`src/rtl/serial_rx_word_bank_pkg.sv`:
```
// Shared constants and types for the serial receive word bank.
// Holds the word/selector widths, the frame size limit and the link state encoding.
package serial_rx_word_bank_pkg;

    localparam int WORD_W     = 16;
    localparam int SEL_W      = 8;
    localparam int MAX_N_WORD = 16;
    localparam int CNT_W      = 16;

    typedef enum logic {
        LINK_DOWN = 1'b0,
        LINK_UP   = 1'b1
    } link_state_e;

    // Index width for a bank of n words; a single-word bank still needs one bit.
    function automatic int idx_width(input int n);
        if (n > 1) begin
            return $clog2(n);
        end else begin
            return 1;
        end
    endfunction

endpackage

```
`src/rtl/serial_rx_word_bank_rise_det.sv`:
```
// One-bit registered rising-edge detector with synchronous active-high reset.
// The event is high in the first cycle the input is seen high after being low.
module rise_det (
    input  logic clk,
    input  logic reset,
    input  logic i_sig,
    output logic o_rise
);

    logic r_sig_d;

    // Delayed copy of the input level
    always_ff @(posedge clk) begin
        if (reset) begin
            r_sig_d <= 1'b0;
        end else begin
            r_sig_d <= i_sig;
        end
    end

    assign o_rise = i_sig & ~r_sig_d;

endmodule

```
`src/rtl/serial_rx_word_bank.sv`:
```
// Shadow bank for received words, committed atomically on a CRC-valid complete frame.
// Also provides a commit counter and a link watchdog.
module serial_rx_word_bank
    import serial_rx_word_bank_pkg::*;
#(
    parameter int N_WORD        = 1,
    parameter int TIMEOUT_CLKS  = 100000,
    parameter int CLEAR_ON_LOSS = 1
) (
    input  logic                       clk,
    input  logic                       reset,
    input  logic [WORD_W-1:0]          i_data_in,
    input  logic [SEL_W-1:0]           i_selector,
    input  logic                       i_data_strb,
    input  logic                       i_validate,
    output logic [WORD_W*N_WORD-1:0]   o_words_out,
    output logic                       o_frame_valid,
    output logic [CNT_W-1:0]           o_frame_cnt,
    output logic                       o_link_ok,
    output logic                       o_link_lost,
    output logic                       o_sel_err
);

    localparam int IDX_W = idx_width(N_WORD);
    localparam int WD_W  = $clog2(TIMEOUT_CLKS + 1);

    logic                      w_wr_ev;
    logic                      w_cm_ev;
    logic                      w_sel_ok;
    logic [IDX_W-1:0]          w_idx;
    logic                      w_commit;
    logic                      w_expire;
    logic [N_WORD-1:0]         w_mask_next;
    logic [WD_W-1:0]           w_wd_next;
    logic [WORD_W*N_WORD-1:0]  w_shadow_flat;
    link_state_e               w_state_next;

    logic [WORD_W-1:0]         r_shadow [N_WORD];
    logic [N_WORD-1:0]         r_mask;
    logic [WD_W-1:0]           r_wd;
    link_state_e               r_state;
    logic [WORD_W*N_WORD-1:0]  r_words_out;
    logic                      r_frame_valid;
    logic [CNT_W-1:0]          r_frame_cnt;
    logic                      r_link_lost;
    logic                      r_sel_err;

    rise_det u_strb_det (
        .clk    (clk),
        .reset  (reset),
        .i_sig  (i_data_strb),
        .o_rise (w_wr_ev)
    );

    rise_det u_val_det (
        .clk    (clk),
        .reset  (reset),
        .i_sig  (i_validate),
        .o_rise (w_cm_ev)
    );

    assign w_sel_ok = (i_selector < SEL_W'(N_WORD));
    assign w_idx    = i_selector[IDX_W-1:0];
    assign w_commit = w_cm_ev & (&r_mask);
    // A commit in the expiry cycle keeps the link up.
    assign w_expire = (r_state == LINK_UP) && (r_wd == WD_W'(TIMEOUT_CLKS - 1)) && !w_commit;

    // Flatten the shadow bank into the output word layout
    always_comb begin
        w_shadow_flat = '0;
        for (int k = 0; k < N_WORD; k++) begin
            w_shadow_flat[WORD_W*k +: WORD_W] = r_shadow[k];
        end
    end

    // Next mask: commit clears first, then a same-cycle write applies on top
    always_comb begin
        w_mask_next = r_mask;
        if (w_commit) begin
            w_mask_next = '0;
        end else begin
            w_mask_next = r_mask;
        end
        if (w_wr_ev && w_sel_ok) begin
            if (i_selector == SEL_W'(0)) begin
                w_mask_next = N_WORD'(1);
            end else begin
                w_mask_next[w_idx] = 1'b1;
            end
        end else begin
            w_mask_next = w_mask_next;
        end
    end

    // Watchdog next value, saturating at the timeout
    always_comb begin
        w_wd_next = r_wd;
        if (w_commit) begin
            w_wd_next = '0;
        end else if (r_wd < WD_W'(TIMEOUT_CLKS)) begin
            w_wd_next = r_wd + WD_W'(1);
        end else begin
            w_wd_next = r_wd;
        end
    end

    // Link state next-state logic
    always_comb begin
        w_state_next = r_state;
        case (r_state)
            LINK_DOWN: begin
                if (w_commit) begin
                    w_state_next = LINK_UP;
                end else begin
                    w_state_next = LINK_DOWN;
                end
            end
            LINK_UP: begin
                if (w_expire) begin
                    w_state_next = LINK_DOWN;
                end else begin
                    w_state_next = LINK_UP;
                end
            end
            default: w_state_next = LINK_DOWN;
        endcase
    end

    // Link state register
    always_ff @(posedge clk) begin
        if (reset) begin
            r_state <= LINK_DOWN;
        end else begin
            r_state <= w_state_next;
        end
    end

    // Shadow bank, mask, watchdog and output registers
    always_ff @(posedge clk) begin
        if (reset) begin
            for (int k = 0; k < N_WORD; k++) begin
                r_shadow[k] <= '0;
            end
            r_mask        <= '0;
            r_wd          <= '0;
            r_words_out   <= '0;
            r_frame_valid <= 1'b0;
            r_frame_cnt   <= '0;
            r_link_lost   <= 1'b0;
            r_sel_err     <= 1'b0;
        end else begin
            if (w_wr_ev && w_sel_ok) begin
                r_shadow[w_idx] <= i_data_in;
            end
            r_mask        <= w_mask_next;
            r_wd          <= w_wd_next;
            r_frame_valid <= w_commit;
            r_link_lost   <= w_expire;
            r_sel_err     <= r_sel_err | (w_wr_ev & ~w_sel_ok);
            if (w_commit) begin
                r_frame_cnt <= r_frame_cnt + CNT_W'(1);
            end
            if (w_commit) begin
                r_words_out <= w_shadow_flat;
            end else if (w_expire && (CLEAR_ON_LOSS != 0)) begin
                r_words_out <= '0;
            end
        end
    end

    assign o_words_out   = r_words_out;
    assign o_frame_valid = r_frame_valid;
    assign o_frame_cnt   = r_frame_cnt;
    assign o_link_ok     = (r_state == LINK_UP);
    assign o_link_lost   = r_link_lost;
    assign o_sel_err     = r_sel_err;

endmodule

```
`config.mk`:
```
export PLATFORM = sky130hd
export DESIGN_NAME = serial_rx_word_bank
export DESIGN_NICKNAME = d
export VERILOG_FILES = /design/src/rtl/serial_rx_word_bank_pkg.sv /design/src/rtl/serial_rx_word_bank_rise_det.sv /design/src/rtl/serial_rx_word_bank.sv
export SDC_FILE = /design/constraint.sdc
export NUM_CORES = 1
export LEC_CHECK = 0
export ABC_AREA = 1
export BUFFER_PORTS_ARGS = -buffer_cell sky130_fd_sc_hd__buf_2
export CORE_MARGIN = 4
export CORE_UTILIZATION = 40
export CTS_BUF_LIST = sky130_fd_sc_hd__clkbuf_8
export CTS_CLUSTER_DIAMETER = 60
export DETAILED_ROUTE_END_ITERATION = 8
export GPL_ROUTABILITY_DRIVEN = 0
export HOLD_SLACK_MARGIN = 0.02
export PLACE_DENSITY_LB_ADDON = 0.08
export SLEW_MARGIN = 40
export SYNTH_ARGS = -nofsm -noshare
export SYNTH_HDL_FRONTEND = slang
export SYNTH_HIERARCHICAL = 1
export SYNTH_SLANG_ARGS = --single-unit
```
`constraint.sdc`:
```
create_clock -name clk -period 2.26 [get_ports clk]
set_clock_uncertainty 0.2 [all_clocks]
set_input_delay 0.452 -clock clk [delete_from_list [all_inputs] [get_ports clk]]
set_output_delay 0.452 -clock clk [all_outputs]
set_load 0.01 [all_outputs]
```
==> reports/metrics.cfg, run 1 <==
[run_status]
run_status = finished clean

[logic_synthesis]
synth_area_sq_um = 3250
syn_inst = 432
yosys_warnings = 6
ys_types = 27
syn-num-nets = 462
synth.yosys.seq_area_share_pct = 49.3
synth.avg_cell_area_sq_um = 7.52
synth_seq_cells = 72

[sta]
finalSetupViolCount = 0
fin_crit_sh_pct = 80.0
hold_viol_final = 0
period_needed_ns = 1.81
slew_headroom_pct = 67.0
report.final.slew_viol_count = 0
clock.fmax_mhz = 553
rsz0062_at_grt = no
setup_tns_ns = 0
tightest_slew_ns = 0.495

[placed_design]
dpl.hpwl_um = 4790
port_buffers = 63
dpl_cell_area_sq_um = 3670

[clocking]
cts_hold_buf = 0
ctsHtreeMaxLevel = 3
clk_pin_slew_worst_paths_ns = 0.08
numCtsBuffers = 9
cts_tree = built
cts_sinks = 72
post_cts_buffers = 0
cts_root_buf = clkbuf_8
clkLatencyLatePin_ns = 0.34
cts_max_path_buffers = 2
cts_resized = 0

[worst_setup_path]
slowest_delay_ns = 0.39
setup.worst_path.start_class = register
worstPathMaxFanout = 17
startpoint = r_wd[0]
path_cells = ha_1, nand2_2, nor2_4, inv_2, nor2_4, nand4_4, nand3_1, nand2_1
worst_path_most_repeated_cell = nor2_4
crit_slowest_cell = dfxtp_1
r2r-start = r_wd[0]
crit_required_ns = 2.30
endpoint_kind = register
cp.arrival_ns = 1.84
critPathKind = register to register

[pwr]
pwr-share-seq_pct = 55.0
leakagePower_nw = 1.89
power_frac_comb_pct = 3.4
power_switching_share_pct = 21.9
total_power_mw = 2.43
peakVddDrop_mv = 0.363
p_switching_uw = 532
p_clk_share_pct = 41.6
power.internal_mw = 1.90
cellPowerDensity_nw_per_um2 = 628

[global_routing]
grt_pass1_vias = 2546
antenna_found_initial = 0
met2_usage_pct = 23.2
use_met3_pct = 4.57
grt_max_degree = 19
grt_pass1_wl_um = 11300
grt.busiest_layer = met2
overflow = 0
grt_usage_pct = 14.3
gr-usage-met1_pct = 18.0

[detailed_routing]
vias = 2757
wl_per_cell_um = 11.0
drtIter0Drc = 122
drt.antenna.violating_nets = 0
viasPerCell = 4.53
routed_wl_um = 6730
drcViolationCount = 0
drt_pre_antenna_iters = 4

[cells_and_area]
drive_gt1_share_pct = 19.5
multiInputGateArea_sq_um = 1340
fin_nets = 532
n_antenna_cell = 0
nFillCells = 808
stdcell_area_sq_um = 3860
syn_to_final_growth_pct = 18.9
area.sequential_sq_um = 1600
finish.utilization_pct = 49.5

[floorplanning]
die-height_um = 98.1
die_w_um = 98.1
start_util_pct = 41.6
io_pins = 64
core_sq_um = 7810
die_area_sq_um = 9630
rows = 32

[worst_hold_path]
hold_class = input pin to register
holdCritStartpoint = i_validate

[flow_run]
max_cap_viol_count = 0

-- cell usage in the layout (no fill, tap or decap), drive strengths merged, types with 5 or more instances in the layout --
cell | netlist | layout
inv | 62 | 62
nand3 | 36 | 36
clkinv | 0 | 5
edfxtp | 16 | 16
a21oi | 17 | 17
nand4 | 11 | 11
nand2 | 121 | 121
dfxtp | 56 | 56
xor2 | 9 | 9
o21ai | 10 | 10
nor2 | 76 | 76
buf | 9 | 69
clkbuf | 1 | 10
-- synthesized netlist by cell type --
library cell	instances	area [sq um]
a21oi_1	16	80.1
a21oi_2	1	8.76
a22o_1	1	8.76
buf_2	6	30.0
buf_6	2	22.5
buf_8	1	15.0
clkbuf_1	1	3.75
dfxtp_1	56	1120
edfxtp_1	16	480
ha_1	2	25.0
inv_1	60	225
inv_2	1	3.75
inv_4	1	6.26
nand2_1	117	439
nand2_2	2	12.5
nand2_4	2	22.5
nand3_1	36	180
nand3b_1	3	22.5
nand4_1	10	62.6
nand4_4	1	21.3
nor2_1	70	263
nor2_2	2	12.5
nor2_4	4	45.0
nor3_1	2	10.0
o21ai_0	9	45.0
o21ai_1	1	5.00
xor2_1	9	78.8
-- routing by layer --
layer | vias up | wire length (um)
met2 | 54 | 3110
met1 | 1210 | 3200
met4 | 0 | 80
met3 | 8 | 338
met5 | - | 0
li1 | 1485 | -
-- worst max-delay path: cells and delay by family (launching register included) --
kind	cells	cell delay [ns]
AND/OR/NAND/NOR	6	0.83
adder cells (fa/ha/maj)	1	0.22
buffers and inverters	1	0.06
flip-flops	1	0.39
-- final timing paths --
check / end / slack, ns / cells after the start
worst max-delay path: o_words_out[3] / 0.45 / 8
worst min-delay path: u_val_det/r_sig_d / 0.11 / 3
worst max register to register: o_words_out[3] / 0.45 / 8
worst min register to register: o_words_out[4] / 0.24 / 2
-- through the flow --
stage / hold WS (ns) / std cells / setup WS, ns
after floorplan: 0.219 / 432 / 0.210
after global placement: 0.223 / 593 / 0.368
after detailed placement: 0.226 / 593 / 0.301
after CTS: 0.0975 / 609 / 0.409
after global routing: 0.122 / 609 / 0.279
final: 0.115 / 609 / 0.453
-- cell families (layout without fill, tap and decap cells) --
family                     Yosys count  in the layout  synth area share (%)
and+or+nand+nor                    249            249                  33.6
xor gates and xnor gates             9              9                  2.43
adders and majority gates            2              2                 0.770
AOI/OAI and AO/OA                   28             28                  4.54
buffers and inverters               72            147                  9.43
DFF                                 72             72                  49.3
-- final cells by class --
class / count / share of cell area [%]
Clock buffer: 10 / 3.56
Clock inverter: 6 / 1.52
Inverter: 62 / 6.09
Multi-Input combinational cell: 288 / 34.7
Sequential cell: 72 / 41.5
Tap cell: 102 / 3.30
Timing Repair Buffer: 69 / 9.33
-- registers in the layout (all words and copies together) (netlist names) --
| signal | flops |
|---|---|
| o_link_lost | 1 |
| u_val_det/r_sig_d | 1 |
| r_mask | 1 |
| o_frame_valid | 1 |
| r_shadow | 16 |
| o_words_out | 16 |
| r_wd | 17 |
| o_sel_err | 1 |
| u_strb_det/r_sig_d | 1 |
| o_frame_cnt | 16 |
| o_link_ok | 1 |
-- power by group through the flow --
stage	Clock [mW]	Sequential, mW	Combinational, mW
4_1_cts	1.05	1.33	0.0851
6_report	1.01	1.33	0.0836
5_1_grt	1.10	1.34	0.0959
3_3_place_gp	0	1.36	0.0824
2_1_floorplan	0	1.36	0.0442
3_5_place_dp	0	1.36	0.0849
Power figures use the tool's default switching activity.
==> inputs of run 2 (changes only) <==
==> constraint.sdc (replaced) <==
create_clock -name clk -period 1.65 [get_ports clk]
set_clock_uncertainty 0.2 [all_clocks]
set_input_delay 0.33 -clock clk [delete_from_list [all_inputs] [get_ports clk]]
set_output_delay 0.33 -clock clk [all_outputs]
set_load 0.01 [all_outputs]
==> reports/metrics.cfg, run 2 (synthesis gave the netlist of run 1 again) <==
[detailed_routing]
routed_wl_um = 7440  ; was 6730 um
drt.antenna.violating_nets = 0  ; unchanged
viasPerCell = 4.59  ; was 4.53
drcViolationCount = 0  ; unchanged
drtIter0Drc = 90  ; was 122
wl_per_cell_um = 11.5  ; was 11.0 um
vias = 2959  ; was 2,757
drt_pre_antenna_iters = 4  ; unchanged

[sta]
tightest_slew_ns = 0.275  ; was 0.495 ns
fin_crit_sh_pct = 99.0  ; was 80.0%
hold_slack_ns = 0.0762  ; was 0.115 ns
period_needed_ns = 1.63  ; was 1.81 ns
clock.fmax_mhz = 612  ; was 553 MHz
rsz0062_at_grt = yes  ; was no
report.final.slew_viol_count = 0  ; unchanged
setup_tns_ns = 0  ; unchanged
setup_ws_ns = 0.0171  ; was 0.453 ns
finalSetupViolCount = 0  ; unchanged
hold_viol_final = 0  ; unchanged
slew_headroom_pct = 81.6  ; was 67.0%

[global_routing]
grt_pass1_vias = 2901  ; was 2,546
grt_max_degree = 18  ; was 19
antenna_found_initial = 0  ; unchanged
gr-usage-met1_pct = 19.6  ; was 18.0%
overflow = 0  ; unchanged
grt.busiest_layer = met2  ; unchanged
grt_pass1_wl_um = 12700  ; was 11,300 um
use_met3_pct = 3.86  ; was 4.57%
grt_usage_pct = 16.2  ; was 14.3%
met2_usage_pct = 28.2  ; was 23.2%

[cells_and_area]
stdcell_area_sq_um = 4390  ; was 3860 sq um
largest_register_ffs = 17  ; unchanged
fin_nets = 567  ; was 532
drive_gt1_share_pct = 31.2  ; was 19.5%
area.sequential_sq_um = 1620  ; was 1600 sq um
finish.utilization_pct = 56.3  ; was 49.5%
n_antenna_cell = 0  ; unchanged
nFillCells = 769  ; was 808
final_common_cell = nand2_1  ; unchanged
syn_to_final_growth_pct = 35.1  ; was 18.9%
multiInputGateArea_sq_um = 1540  ; was 1340 sq um
top_register = r_wd  ; unchanged
layout.cells.most_common_list = 116 x nand2_1, 63 x buf_2, 61 x nor2_1  ; was 117 x nand2_1, 70 x nor2_1, 63 x buf_2

[floorplanning]
die-height_um = 98.1  ; unchanged
core_sq_um = 7810  ; unchanged
die_area_sq_um = 9630  ; unchanged
rows = 32  ; unchanged
io_pins = 64  ; unchanged
start_util_pct = 41.6  ; unchanged
die_w_um = 98.1  ; unchanged

[clocking]
ctsHtreeMaxLevel = 3  ; unchanged
cts_root_buf = clkbuf_8  ; unchanged
cts_max_path_buffers = 2  ; unchanged
cts_tree = built  ; unchanged
cts_sinks = 72  ; unchanged
clk_pin_slew_worst_paths_ns = 0.09  ; was 0.08 ns
clkLatencyLatePin_ns = 0.34  ; about the same
numCtsBuffers = 9  ; unchanged

[worst_hold_path]
hold_class = input pin to register  ; unchanged

[pwr]
cellPowerDensity_nw_per_um2 = 779  ; was 628 nW/um^2
power_switching_share_pct = 23.0  ; was 21.9%
peakVddDrop_mv = 0.515  ; was 0.363 mV
p_switching_uw = 788  ; was 532 uW
p_clk_share_pct = 42.1  ; was 41.6%
leakagePower_nw = 2.13  ; was 1.89 nW
power.internal_mw = 2.64  ; was 1.90 mW
power_frac_comb_pct = 4.5  ; was 3.4%
pwr-share-seq_pct = 53.4  ; was 55.0%

[worst_setup_path]
setup.worst_path.start_class = register  ; unchanged
worstPathMaxFanout = 8  ; was 17
endpoint_kind = register  ; unchanged
critPathKind = register to register  ; unchanged
crit_required_ns = 1.70  ; was 2.30 ns
cp.arrival_ns = 1.68  ; was 1.84 ns

[flow_run]
max_cap_viol_count = 0  ; unchanged

[placed_design]
dpl_cell_area_sq_um = 3900  ; was 3670 sq um
port_buffers = 63  ; unchanged
dpl.hpwl_um = 5150  ; was 4790 um
post-place-ws_ns = -0.237  ; was 0.301 ns

[run_status]
run_status = finished clean  ; unchanged

[run 2: cell types whose count changed in the layout (fill, tap and decap cells not counted), sizes merged]
cell,before,now
buf,69,100
clkinv,5,2
clkinvlp,0,2
dlygate4sd3,0,2
nand4,11,13
inv,62,63
[run 2: layout make-up]
cell class | instances | area share, %
sequential | 72 | 36.8
multi-input combinational | 290 | 35.1
timing repair buffer | 102 | 15.2
inverter | 62 | 5.41
clock buffer | 10 | 3.13
tap | 102 | 2.91
clock inverter | 6 | 1.54
[run 2: power by group through the flow]
| stage | logic, mW | registers [mW] | clock network (mW) |
|---|---|---|---|
| final | 0.154 | 1.83 | 1.44 |
| after global routing | 0.173 | 1.83 | 1.55 |
| after CTS | 0.149 | 1.83 | 1.47 |
| after detailed placement | 0.141 | 1.87 | 0 |
| after global placement | 0.138 | 1.87 | 0 |
| after floorplan | 0.0614 | 1.87 | 0 |
[run 2: per-layer routing]
| layer | share of wire (%) | vias up |
|---|---|---|
| met5 | 0 | - |
| met4 | 1.4 | 0 |
| met3 | 4.3 | 8 |
| met2 | 49 | 49 |
| met1 | 45 | 1330 |
| li1 | - | 1572 |
[run 2: worst paths after layout]
path	end	slack [ns]	from	depth (start not counted)
setup / recovery	o_words_out[13]	0.02	r_wd[0]	8
hold / removal	r_shadow[0][8]	0.08	i_data_in[8]	3
setup reg to reg	o_words_out[13]	0.02	r_wd[0]	8
hold reg to reg	o_words_out[14]	0.23	r_shadow[0][14]	2
[run 2: worst max-delay path, stage by stage, from the launching register on]
cell and delay [ns]:
dfxtp_2 0.36, ha_4 0.15, nand2_4 0.06, nor2_4 0.13, inv_2 0.05, nor2_4 0.20
nand4_4 0.22, nand3_1 0.12, nand2_1 0.05
[run 2: timing repair]
action,4_1_cts,5_1_grt
resized for setup,12,41
endpoints found under the setup margin,22,43
hold buffers,2,0
pin swaps,5,13
cloned,2,0
setup buffers,2,5
endpoints found under the hold margin,2,0
[run 2: per-stage QoR]
stage               power, mW  instances
floorplan                1.93        432
global placement         2.00        617
detailed placement       2.01        617
CTS                      3.45        639
global route             3.55        644
finish                   3.42        644
==> inputs of run 3 (changes only) <==
--- a/config.mk
+++ b/config.mk
@@ -6,7 +6,7 @@
 export NUM_CORES = 1
 export LEC_CHECK = 0
 export ABC_AREA = 1
-export BUFFER_PORTS_ARGS = -buffer_cell sky130_fd_sc_hd__buf_2
+export BUFFER_PORTS_ARGS = -buffer_cell sky130_fd_sc_hd__buf_4
 export CORE_MARGIN = 4
 export CORE_UTILIZATION = 40
 export CTS_BUF_LIST = sky130_fd_sc_hd__clkbuf_8
==> reports/metrics.cfg, run 3 (synthesis gave the netlist of run 1 again) <==
[cells_and_area]
layout.cells.most_common_list = 116 x nand2_1, 95 x buf_4, 61 x inv_1  ; was 116 x nand2_1, 63 x buf_2, 61 x nor2_1
drive_gt1_share_pct = 30.3  ; was 31.2%
top_register = r_wd  ; unchanged
n_antenna_cell = 0  ; unchanged
largest_register_ffs = 17  ; unchanged
final_common_cell = nand2_1  ; unchanged
stdcell_area_sq_um = 4510  ; was 4390 sq um
fin_nets = 567  ; unchanged
syn_to_final_growth_pct = 38.7  ; was 35.1%

[floorplanning]
start_util_pct = 41.6  ; unchanged
io_pins = 64  ; unchanged
core_sq_um = 7810  ; unchanged
rows = 32  ; unchanged
die-height_um = 98.1  ; unchanged
die_area_sq_um = 9630  ; unchanged
die_w_um = 98.1  ; unchanged

[sta]
report.final.slew_viol_count = 0  ; unchanged
finalSetupViolCount = 0  ; unchanged
clock.fmax_mhz = 622  ; was 612 MHz
hold_viol_final = 0  ; unchanged
tightest_slew_ns = 0.316  ; was 0.275 ns
rsz0062_at_grt = yes  ; unchanged
period_needed_ns = 1.61  ; was 1.63 ns
setup_tns_ns = 0  ; unchanged
fin_crit_sh_pct = 97.4  ; was 99.0%
slew_headroom_pct = 78.9  ; was 81.6%

[global_routing]
gr-usage-met1_pct = 20.8  ; was 19.6%
overflow = 0  ; unchanged
grt_max_degree = 18  ; unchanged
grt_pass1_wl_um = 12800  ; was 12,700 um
use_met3_pct = 3.71  ; was 3.86%
grt_pass1_vias = 2807  ; was 2,901
antenna_found_initial = 0  ; unchanged
met2_usage_pct = 26.3  ; was 28.2%
grt_usage_pct = 16.1  ; was 16.2%
grt.busiest_layer = met2  ; unchanged

[worst_setup_path]
critPathKind = register to register  ; unchanged
cp.arrival_ns = 1.65  ; was 1.68 ns
reg2reg_to = o_words_out[4]  ; was o_words_out[13]
r2r_cells = 8  ; unchanged
endpoint_kind = register  ; unchanged
worst_path_most_repeated_cell = nor2_4  ; unchanged
crit_slowest_cell = dfxtp_2  ; unchanged
rrSetupSlack_ns = 0.04  ; was 0.02 ns
crit_required_ns = 1.69  ; was 1.70 ns
worstPathMaxFanout = 8  ; unchanged
r2r-start = r_wd[1]  ; was r_wd[0]
critPathTopFamily = simple AND/OR/NAND/NOR gates  ; unchanged
path_cells = ha_4, nand2_4, nor2_4, inv_2, nor2_4, nand4_4, nand3_2, nand2_1  ; was ha_4, nand2_4, nor2_4, inv_2, nor2_4, nand4_4, nand3_1, nand2_1
cp_num_buf_inv = 1  ; unchanged
setup.worst_path.start_class = register  ; unchanged
slowest_delay_ns = 0.36  ; about the same

[worst_hold_path]
holdCritStartpoint = i_data_in[15]  ; was i_data_in[8]
hold_class = input pin to register  ; unchanged
min_to = r_shadow[0][15]  ; was r_shadow[0][8]
hold_path_depth = 3  ; unchanged

[clocking]
cts_tree = built  ; unchanged
ctsHtreeMaxLevel = 3  ; unchanged
clkLatencyLatePin_ns = 0.35  ; was 0.34 ns
numCtsBuffers = 9  ; unchanged
cts_sinks = 72  ; unchanged
cts_root_buf = clkbuf_8  ; unchanged
clk_pin_slew_worst_paths_ns = 0.09  ; about the same
cts_max_path_buffers = 2  ; unchanged

[placed_design]
dpl.hpwl_um = 5160  ; was 5150 um
dpl_cell_area_sq_um = 4050  ; was 3900 sq um
port_buffers = 63  ; unchanged

[detailed_routing]
drtIter0Drc = 107  ; was 90
viasPerCell = 4.57  ; was 4.59
drt_pre_antenna_iters = 4  ; unchanged
routed_wl_um = 7530  ; was 7440 um
wl_per_cell_um = 11.7  ; was 11.5 um
vias = 2946  ; was 2,959
drcViolationCount = 0  ; unchanged
drt.antenna.violating_nets = 0  ; unchanged

[pwr]
cellPowerDensity_nw_per_um2 = 753  ; was 779 nW/um^2
peakVddDrop_mv = 0.544  ; was 0.515 mV
leakagePower_nw = 2.13  ; about the same

[flow_run]
max_cap_viol_count = 0  ; unchanged

[run_status]
run_status = finished clean  ; unchanged

[run 3: cell count changes in the layout (fill, tap and decap cells not counted), sizes merged]
cell,change
buf,-1
clkbuf,-1
clkinv,+1
clkinvlp,-1
dlygate4sd3,+1
inv,+1
[run 3: per-stage QoR]
step / util [%] / hold WS, ns / total power [mW] / worst slack (ns) / std cells
after global routing: 57.8 / 0.0735 / 3.56 / -0.0671 / 644
after floorplan: - / 0.202 / 1.93 / 0.00501 / 432
after global placement: 51.9 / 0.223 / 2.02 / -0.0883 / 618
after detailed placement: 51.9 / 0.228 / 2.02 / -0.157 / 618
after CTS: 55.9 / 0.0601 / 3.44 / 0.00256 / 641
final: 57.8 / 0.0725 / 3.40 / 0.0425 / 644
[run 3: final cells by class]
class	count	area [sq um]
fillers	748	3300
flip-flops and latches	72	1620
multi-input cells	290	1520
repair buffers	102	815
inverters	62	238
well taps	102	128
clock buffers	9	124
clock inverters	7	72.6
[run 3: how the worst max path moves through the flow]
stage,start,endpoint,slack [ns],depth (start not counted)
floorplan,i_selector[0],r_shadow[0][0],0.005,3
detailed placement,i_validate,o_frame_cnt[9],-0.16,10
global placement,i_validate,o_frame_cnt[9],-0.09,10
finish,r_wd[1],o_words_out[4],0.04,8
CTS,r_wd[1],o_words_out[4],0.003,8
global route,r_wd[1],o_words_out[0],-0.07,8
[run 3: repair_timing]
item | 4_1_cts | 5_1_grt
pin swaps | 6 | 8
cloned | 2 | 0
resized for setup | 11 | 34
endpoints found under the hold margin | 3 | 0
setup buffers | 2 | 3
hold buffers | 3 | 0
setup endpoints to repair | 22 | 42
[run 3: metal layers]
layer	wire length (um)	share of wire (%)
met5	0	0
met2	3670	49
met4	104	1.4
met3	352	4.7
met1	3410	45
[run 3: worst register-to-register path, stage by stage (launching register included)]
cell and delay [ns]:
dfxtp_2 0.36, ha_4 0.15, nand2_4 0.06, nor2_4 0.12, inv_2 0.06, nor2_4 0.18, nand4_4 0.21, nand3_2 0.12
nand2_1 0.04
[run 3: power breakdown]
| group | leakage, nW | internal, mW | switching [mW] | total (mW) |
|---|---|---|---|---|
| logic | 1.40 | 0.0909 | 0.0755 | 0.166 |
| registers | 0.628 | 1.81 | 0.0118 | 1.83 |
| clock network | 0.101 | 0.701 | 0.703 | 1.40 |
